$ cat config.mk
export PLATFORM = sky130hd
export DESIGN_NAME = mux_rr_sequencer
export DESIGN_NICKNAME = d
export VERILOG_FILES = /design/src/rtl/mux_seq_pkg.sv /design/src/rtl/mux_rr_sequencer_rr_pick.sv /design/src/rtl/mux_rr_sequencer.sv
export SDC_FILE = /design/constraint.sdc
export NUM_CORES = 1
export LEC_CHECK = 0
export BUFFER_PORTS_ARGS = -buffer_cell sky130_fd_sc_hd__clkbuf_2
export CAP_MARGIN = 10
export CORE_ASPECT_RATIO = 0.6
export CORE_MARGIN = 5
export CORE_UTILIZATION = 35
export CTS_CLUSTER_DIAMETER = 150
export DETAILED_ROUTE_END_ITERATION = 8
export PLACE_DENSITY = 0.55
export RECOVER_POWER = 100
export SYNTH_ARGS = -nofsm -noshare
export SYNTH_HDL_FRONTEND = slang
export SYNTH_SLANG_ARGS = --single-unit
$ cat constraint.sdc
create_clock -name clk -period 2.55 [get_ports clk]
set_clock_uncertainty 0.2 [all_clocks]
set_input_delay 0.3825 -clock clk [delete_from_list [all_inputs] [get_ports clk]]
set_output_delay 0.3825 -clock clk [all_outputs]
set_load 0.01 [all_outputs]
$ cat src/rtl/mux_seq_pkg.sv
`default_nettype none
// ============================================================================
// Module  : mux_seq_pkg
// Brief   : Shared constants, state type and helpers for mux_rr_sequencer.
// Revision: 1.0 - initial release
// ============================================================================
package mux_seq_pkg;

    localparam int NCH   = 4;
    localparam int SEL_W = $clog2(NCH);

    typedef enum logic [0:0] {
        IDLE  = 1'b0,
        GRANT = 1'b1
    } seq_state_t;

    function automatic logic [NCH-1:0] sel_onehot(input logic [SEL_W-1:0] s);
        return NCH'(1) << s;
    endfunction

endpackage
`default_nettype wire

$ cat src/rtl/mux_rr_sequencer_rr_pick.sv
`default_nettype none
// ============================================================================
// Module  : rr_pick
// Brief   : Combinational next-channel picker. Round-robin from last+1 by
//           default; lowest index wins when MUX_SEQ_FIXED_PRIO_EN is defined.
// Revision: 1.0 - initial release
// ============================================================================
module rr_pick
    import mux_seq_pkg::*;
(
    input  logic [NCH-1:0]   req,
    input  logic [SEL_W-1:0] last,
    output logic [SEL_W-1:0] idx,
    output logic             any
);

    logic [SEL_W-1:0] w_idx;

`ifdef MUX_SEQ_FIXED_PRIO_EN
    logic w_unused_last;
    assign w_unused_last = ^last;

    always_comb begin
        w_idx = '0;
        for (int i = NCH - 1; i >= 0; i--) begin
            if (req[i]) w_idx = SEL_W'(i);
        end
    end
`else
    logic [SEL_W-1:0] w_ch;

    // Scan farthest-first so the nearest channel after last wins.
    always_comb begin
        w_idx = '0;
        w_ch  = '0;
        for (int i = NCH; i >= 1; i--) begin
            w_ch = SEL_W'(int'(last) + i);
            if (req[w_ch]) w_idx = w_ch;
        end
    end
`endif

    assign idx = w_idx;
    assign any = |req;

endmodule
`default_nettype wire

$ cat src/rtl/mux_rr_sequencer.sv
`default_nettype none
// ============================================================================
// Module  : mux_rr_sequencer
// Brief   : Round-robin request sequencer driving sel/en of a 4:1 mux; each
//           grant dwells DWELL cycles and ends with a one-cycle ack pulse.
//           Option macro: MUX_SEQ_FIXED_PRIO_EN (fixed priority, ch0 highest).
// Revision: 1.0 - initial release
// ============================================================================
module mux_rr_sequencer
    import mux_seq_pkg::*;
#(
    parameter int DWELL = 4
) (
    input  logic             clk,
    input  logic             rst,
    input  logic [NCH-1:0]   req,
    output logic [SEL_W-1:0] sel,
    output logic             en,
    output logic [NCH-1:0]   ack,
    output logic             busy
);

    localparam logic [7:0] c_last_cnt  = 8'(DWELL - 1);
    localparam bit         c_dwell_one = (DWELL == 1);

    seq_state_t       r_state;
    logic [7:0]       r_cnt;
    logic [SEL_W-1:0] r_last;
    logic [SEL_W-1:0] r_sel;
    logic             r_en;
    logic [NCH-1:0]   r_ack;
    logic             r_busy;

    logic [SEL_W-1:0] w_pick_last;
    logic [SEL_W-1:0] w_idx;
    logic             w_any;
    logic             w_done;
    logic             w_abort;
    logic [7:0]       w_cnt_nxt;

    // While granting, the pointer is about to become the current channel.
    assign w_pick_last = (r_state == GRANT) ? r_sel : r_last;
    assign w_done      = (r_cnt == c_last_cnt);
    assign w_abort     = !req[r_sel] && !w_done;
    assign w_cnt_nxt   = r_cnt + 8'd1;

    rr_pick u_rr_pick (
        .req  (req),
        .last (w_pick_last),
        .idx  (w_idx),
        .any  (w_any)
    );

    always_ff @(posedge clk) begin
        if (rst) begin
            r_state <= IDLE;
            r_cnt   <= '0;
            r_last  <= SEL_W'(NCH - 1);
            r_sel   <= '0;
            r_en    <= 1'b0;
            r_ack   <= '0;
            r_busy  <= 1'b0;
        end else begin
            r_ack <= '0;
            case (r_state)
                IDLE: begin
                    if (w_any) begin
                        r_state <= GRANT;
                        r_sel   <= w_idx;
                        r_en    <= 1'b1;
                        r_busy  <= 1'b1;
                        r_cnt   <= '0;
                        if (c_dwell_one) r_ack <= sel_onehot(w_idx);
                    end
                end
                GRANT: begin
                    if (w_done || w_abort) begin
                        r_last <= r_sel;
                        if (w_any) begin
                            r_sel <= w_idx;
                            r_cnt <= '0;
                            if (c_dwell_one) r_ack <= sel_onehot(w_idx);
                        end else begin
                            r_state <= IDLE;
                            r_en    <= 1'b0;
                            r_busy  <= 1'b0;
                        end
                    end else begin
                        // ack is registered, so raise it entering the final cycle.
                        r_cnt <= w_cnt_nxt;
                        if (w_cnt_nxt == c_last_cnt) r_ack <= sel_onehot(r_sel);
                    end
                end
                default: begin
                    r_state <= IDLE;
                    r_en    <= 1'b0;
                    r_busy  <= 1'b0;
                end
            endcase
        end
    end

    assign sel  = r_sel;
    assign en   = r_en;
    assign ack  = r_ack;
    assign busy = r_busy;

endmodule
`default_nettype wire

* Word-level counts from Yosys, hierarchy flattened
Index checks and enable logic that the tools add are counted.
** Operators by class
- Order comparisons :: 5
- Equality and inequality tests :: 5
- Reduce and logical (&&, ||, !) cells :: 8
- $add $sub $neg :: 5
- Muxes and demuxes :: 28
- Bitwise logic cells :: 2
- Shift operators :: 1
** Operators by type and width (number)
- equality test 8 x 2 -> 1 bit, second input constant :: 2
- 2-to-1 mux 8 bit :: 2
- case mux 8 bit (2 select lines) :: 1
- less-than comparator 2 x 3 -> 1 bit, second input constant :: 5
- 2-to-1 mux 2 bit :: 7
- binary-select mux 1 bit (select 2 bit) :: 5
- 2-to-1 mux 1 bit :: 10
- adder 8 x 1 -> 8 bit, second input constant :: 1
- OR reduction 4 bit :: 2
- adder 2 x 1 -> 2 bit, second input constant :: 2
- adder 2 bit, second input constant :: 2
- inequality test 2 x 1 -> 1 bit, second input constant :: 2
- case mux 1 bit (2 select lines) :: 2
- case mux 2 bit (2 select lines) :: 1
- left shift 1 x 2 -> 4 bit, first input constant :: 1
- AND reduction 3 bit :: 1
- logical NOT 1 bit :: 2
- inequality test 2 bit, second input constant :: 1
- inverter 1 bit :: 2
- AND reduction 2 bit :: 1
- logical AND 1 bit :: 1
- logical OR 1 bit :: 1
** Storage, ports and cells
- Register bits after elaboration :: 18
- Output and inout port bits :: 8
- Logic and storage cells :: 60

* Depth between registers and ports, before layout
- Word-level depth :: 11
- Mapped depth :: 6

* Hierarchy
A second synthesis with hierarchy kept.
** Unflattened totals
- Cell total of the unflattened synthesis :: 118
- Area total of the unflattened synthesis :: 1013.5 um2
** By module, submodules not included
- mux_rr_sequencer :: sequential area each 360.3 um2, instances 1, area each 922.1 um2, cells an instance 104
- rr_pick :: sequential area each 0.0 um2, instances 1, area each 91.3 um2, cells an instance 14

* Least setup slack after synthesis
No wires, ideal clock.
- Kind :: register to register
- Start point :: register r_cnt[1]
- End point :: register r_ack[2], in the netlist ack[2]
- Arrival :: 1498 ps
- Required time :: 2263 ps
- Cell stages (with the launch flop) :: 7
- Path slack :: 765 ps
- Library setup time :: 87 ps
- Cells stage by stage :: dfxtp_1 > ha_1 > a21boi_0 > a21oi_1 > o32ai_1 > o211ai_1 > nor4b_2
** Between the ends
- Longest elaborated chain between the ends :: 5
** Ends and longest elaborated chain
- start, declared :: RTL line mux_rr_sequencer.sv:27 : logic [7:0] r_cnt;
- start signal, assigned :: RTL line mux_rr_sequencer.sv:90 : r_cnt <= w_cnt_nxt;
- parallel branches: the longest is 4 deep, another holds adder 8 x 1 -> 8 bit
- OR reduction 4 bit (no source line) *
- end signal, assigned :: RTL line mux_rr_sequencer.sv:73 : if (c_dwell_one) r_ack <= sel_onehot(w_idx);
- end signal, assigned :: RTL line mux_rr_sequencer.sv:82 : if (c_dwell_one) r_ack <= sel_onehot(w_idx);
- end signal, assigned :: RTL line mux_rr_sequencer.sv:91 : if (w_cnt_nxt == c_last_cnt) r_ack <= sel_onehot(r_sel);
- end, declared :: RTL line mux_rr_sequencer.sv:31 : logic [NCH-1:0] r_ack;
Mark *: on every way between the ends.
A chain may end at the register's enable or synchronous reset.

* Final worst setup path
- Start point :: register r_sel[0], in the netlist sel[0]
- End point :: register r_ack[1], in the netlist ack[1]
** Between the ends
- Longest elaborated chain between the ends :: 6
** Ends and longest elaborated chain
- start, declared :: RTL line mux_rr_sequencer.sv:29 : logic [SEL_W-1:0] r_sel;
- start signal, assigned :: RTL line mux_rr_sequencer.sv:69 : r_sel <= w_idx;
- start signal, assigned :: RTL line mux_rr_sequencer.sv:80 : r_sel <= w_idx;
- binary-select mux 1 bit (select 2 bit) :: RTL line mux_rr_sequencer.sv:44 : assign w_abort = !req[r_sel] && !w_done;
- 2-to-1 mux 1 bit (not written as such) :: RTL line mux_rr_sequencer.sv:44
- logical NOT 1 bit :: RTL line mux_rr_sequencer.sv:44
- logical AND 1 bit :: RTL line mux_rr_sequencer.sv:44
- logical OR 1 bit :: RTL line mux_rr_sequencer.sv:77 : if (w_done || w_abort) begin
- OR reduction 4 bit (no source line)
Parallel ways exist; a longest one is shown, timed or not. The select of a mux whose other input is x is not followed.

==> results.md <==
- Outcome: complete, no violations
- Number of diodes: 0
- Vias in the first global route: 755
- PD cells: 575 nW/um^2
- Largest family of logic cells by synthesized area: simple AND/OR/NAND/NOR gates
- Post-Route WL: 2.34 mm
- Crit path largest cell delay: 0.53 ns
- Slowest-stage cell, CP: dfxtp_1
- RSZ-0062 raised after global routing: no
- Met2 wire length: 976 microns
- Post-layout util: 0.389
- Ys flop type: dfxtp_1
- Fin nets: 140
- Crit path cell chain: mux2i_1 > o22ai_1 > nand3_4 > or2_4 > nor4_1
- Initial Utilization: 0.357
- Rows: 15
- Slew Viols, Final: 0
- Peak supply drop: 0.000216 V
- Setup repair bufs after CTS: 0
- Final non-filler cell total: 164
- Vias per cell: 5.54
- Setup violators final: 0
- Area growth syn-to-layout: 9.09%
- Xor/xnor cell area share of the yosys netlist: 0.0349
- Final Cycle Share: 0.824
- DRC viols: 0
- Crit path max-delay family: simple AND/OR/NAND/NOR gates
- Initial antenna violation count: 0
- First-pass GRT wire length: 3.63 mm
- Post-synthesis mux area share: 0.0511
- Die area: 4080 sq um
- Final hold vios: 0
- Clk_lat worst skew: 0.25 ns
- Total GRT Usage: 0.116
- WL met1: 1.20 mm
- Crit path buf inv count: 0
- Syn avg cell area: 8.44 sq um
- Adder-Cell Fraction of Synth Area: 0.0249
- Cell variety after synth: 39
- Post-DP HPWL: 1.74 mm
- WP data required: 2.50 ns
- Hold crit path type: input pin to flop
- Hold Slack: 0.264 ns
- Sequential area share after synthesis: 0.359
- CTS tree: built
- Top Metal Used: met3
- Router iterations before antenna repair: 4
- CP startpoint kind: flop
- Setup crit end kind: flop
- Iteration-0 DRC count of the detailed router: 69
- Final Power: 630 uW
- Post-synthesis async set-or-reset flop share: 0
- H-tree depth: 1
- Layout fillers: 290
- Fmax: 476 MHz
- Worst-Margin Slew: 0.491 ns
- Num ports: 14
- Synth Instances: 119
- CP Max Fanout: 9
- Slew HR: 0.672
- Compound-Gate Fraction of Synth Area: 0.213
- Via count: 908
- Pin count of the biggest net entering global routing: 13
- Core area: 2820 sq um
- GPL Wtd Cong: 0.874
- Synthesized area: 1000 sq um
- Post-route ant nets: 0
- Overflow left after global routing: 0
- Post-route setup TNS: 0 ns
- Clock Tree Buf Depth: 2
- Clock Sinks: 18
- Avg WL per Cell: 14.3 microns
- Mapped Nets: 127
- Port Buffer Count: 13
- Num CTS Buffers: 3
- Chip width: 79.2 microns
- Simple-gate share of the synthesized area: 0.259
- Layout cells sized above 1: 0.108
- Crit path kind: flop to flop
- CTS clk-pin slew, worst paths: 0.07 ns
- Die Height: 51.5 microns
- P_leak: 0.000417 uW
- Max-cap violations: 0
- Flop and latch count out of synthesis: 18
- Post-synth EDFFs: 0
- CTS Hold Bufs: 0
- Cells after DPL: 161
- Root Driver: clkbuf_8
- WL met3: 168 microns
- Worst path arrival time: 2.05 ns
- Post-cts gate resize count: 0
- Min cycle time layout: 2.10 ns
- Yosys warns: 0
[final timing paths]
check                            start  endpoint  slack (ns)  cells after the start
worst max-delay path            sel[0]    ack[1]        0.45                      5
worst min-delay path               rst      busy        0.26                      2
worst max register to register  sel[0]    ack[1]        0.45                      5
worst min register to register    busy      busy        0.29                      2
[layout by cell type, fill, tap and decap left out, types with 3 or more instances in the layout]
cell type,count
a21oi_1,7
clkbuf_1,9
clkbuf_2,5
clkbuf_8,3
dfxtp_1,18
inv_1,6
mux2i_1,4
nand2_1,15
nand3_1,7
nor2_1,10
nor4_1,5
o211ai_1,3
o21ai_0,4
[stage by stage]
| step | instance area, sq um | setup WS, ns |
|---|---|---|
| after global placement | 1080 | 0.494 |
| after floorplan | 1000 | 0.765 |
| after detailed placement | 1080 | 0.494 |
| after global routing | 1100 | 0.183 |
| after CTS | 1120 | 0.471 |
| final | 1100 | 0.448 |
[synth_stat cells, drive strengths merged, types with 2 or more instances]
cell type / number / area, sq um
o211ai: 3 / 22.5
clkbuf: 2 / 7.51
and3: 2 / 12.5
o21ai: 4 / 20.0
o22ai: 2 / 26.3
a22oi: 2 / 15.0
nor2: 10 / 37.5
nor4: 5 / 31.3
dfxtp: 18 / 360
ha: 2 / 25.0
buf: 4 / 28.8
nand2: 15 / 56.3
a21oi: 7 / 35.0
mux2i: 4 / 40.0
o221ai: 2 / 17.5
or2b: 2 / 15.0
xor2: 2 / 17.5
a311oi: 2 / 17.5
nor3: 2 / 10.0
nand3: 8 / 52.6
inv: 6 / 22.5
xnor2: 2 / 17.5
[report_power, final]
group / internal [uW] / switching (uW) / leakage [uW]
clock network: 105 / 90.8 / 0.0000216
registers: 295 / 23.4 / 0.000147
logic: 48.5 / 67.5 / 0.000248
total: 448 / 182 / 0.000417
[kinds of logic after synthesis]
family	after synthesis
and+or+nand+nor	49
AOI/OAI and AO/OA	29
DFF	18
buffers and inverters	12
muxes	5
xor gates and xnor gates	4
adders and majority gates	2
[per-layer routing]
layer	vias to the layer above	track usage
met5	-	0
met4	0	0.0343
met3	0	0.0363
met2	33	0.162
met1	420	0.168
li1	455	-
[sequential cells by signal (all words and copies together), names as in the netlist]
name and count:
r_cnt 8, busy 1, r_state 1, r_last 2, sel 2, ack 4
[cell type report]
| type | count | area, sq um | area share |
|---|---|---|---|
| multi-input combinational | 89 | 571 | 0.521 |
| sequential | 18 | 360 | 0.329 |
| timing repair buffer | 14 | 58.8 | 0.0537 |
| tap | 34 | 42.5 | 0.0388 |
| clock buffer | 3 | 41.3 | 0.0377 |
| inverter | 6 | 22.5 | 0.0205 |
(Power assumes the default switching activity.)
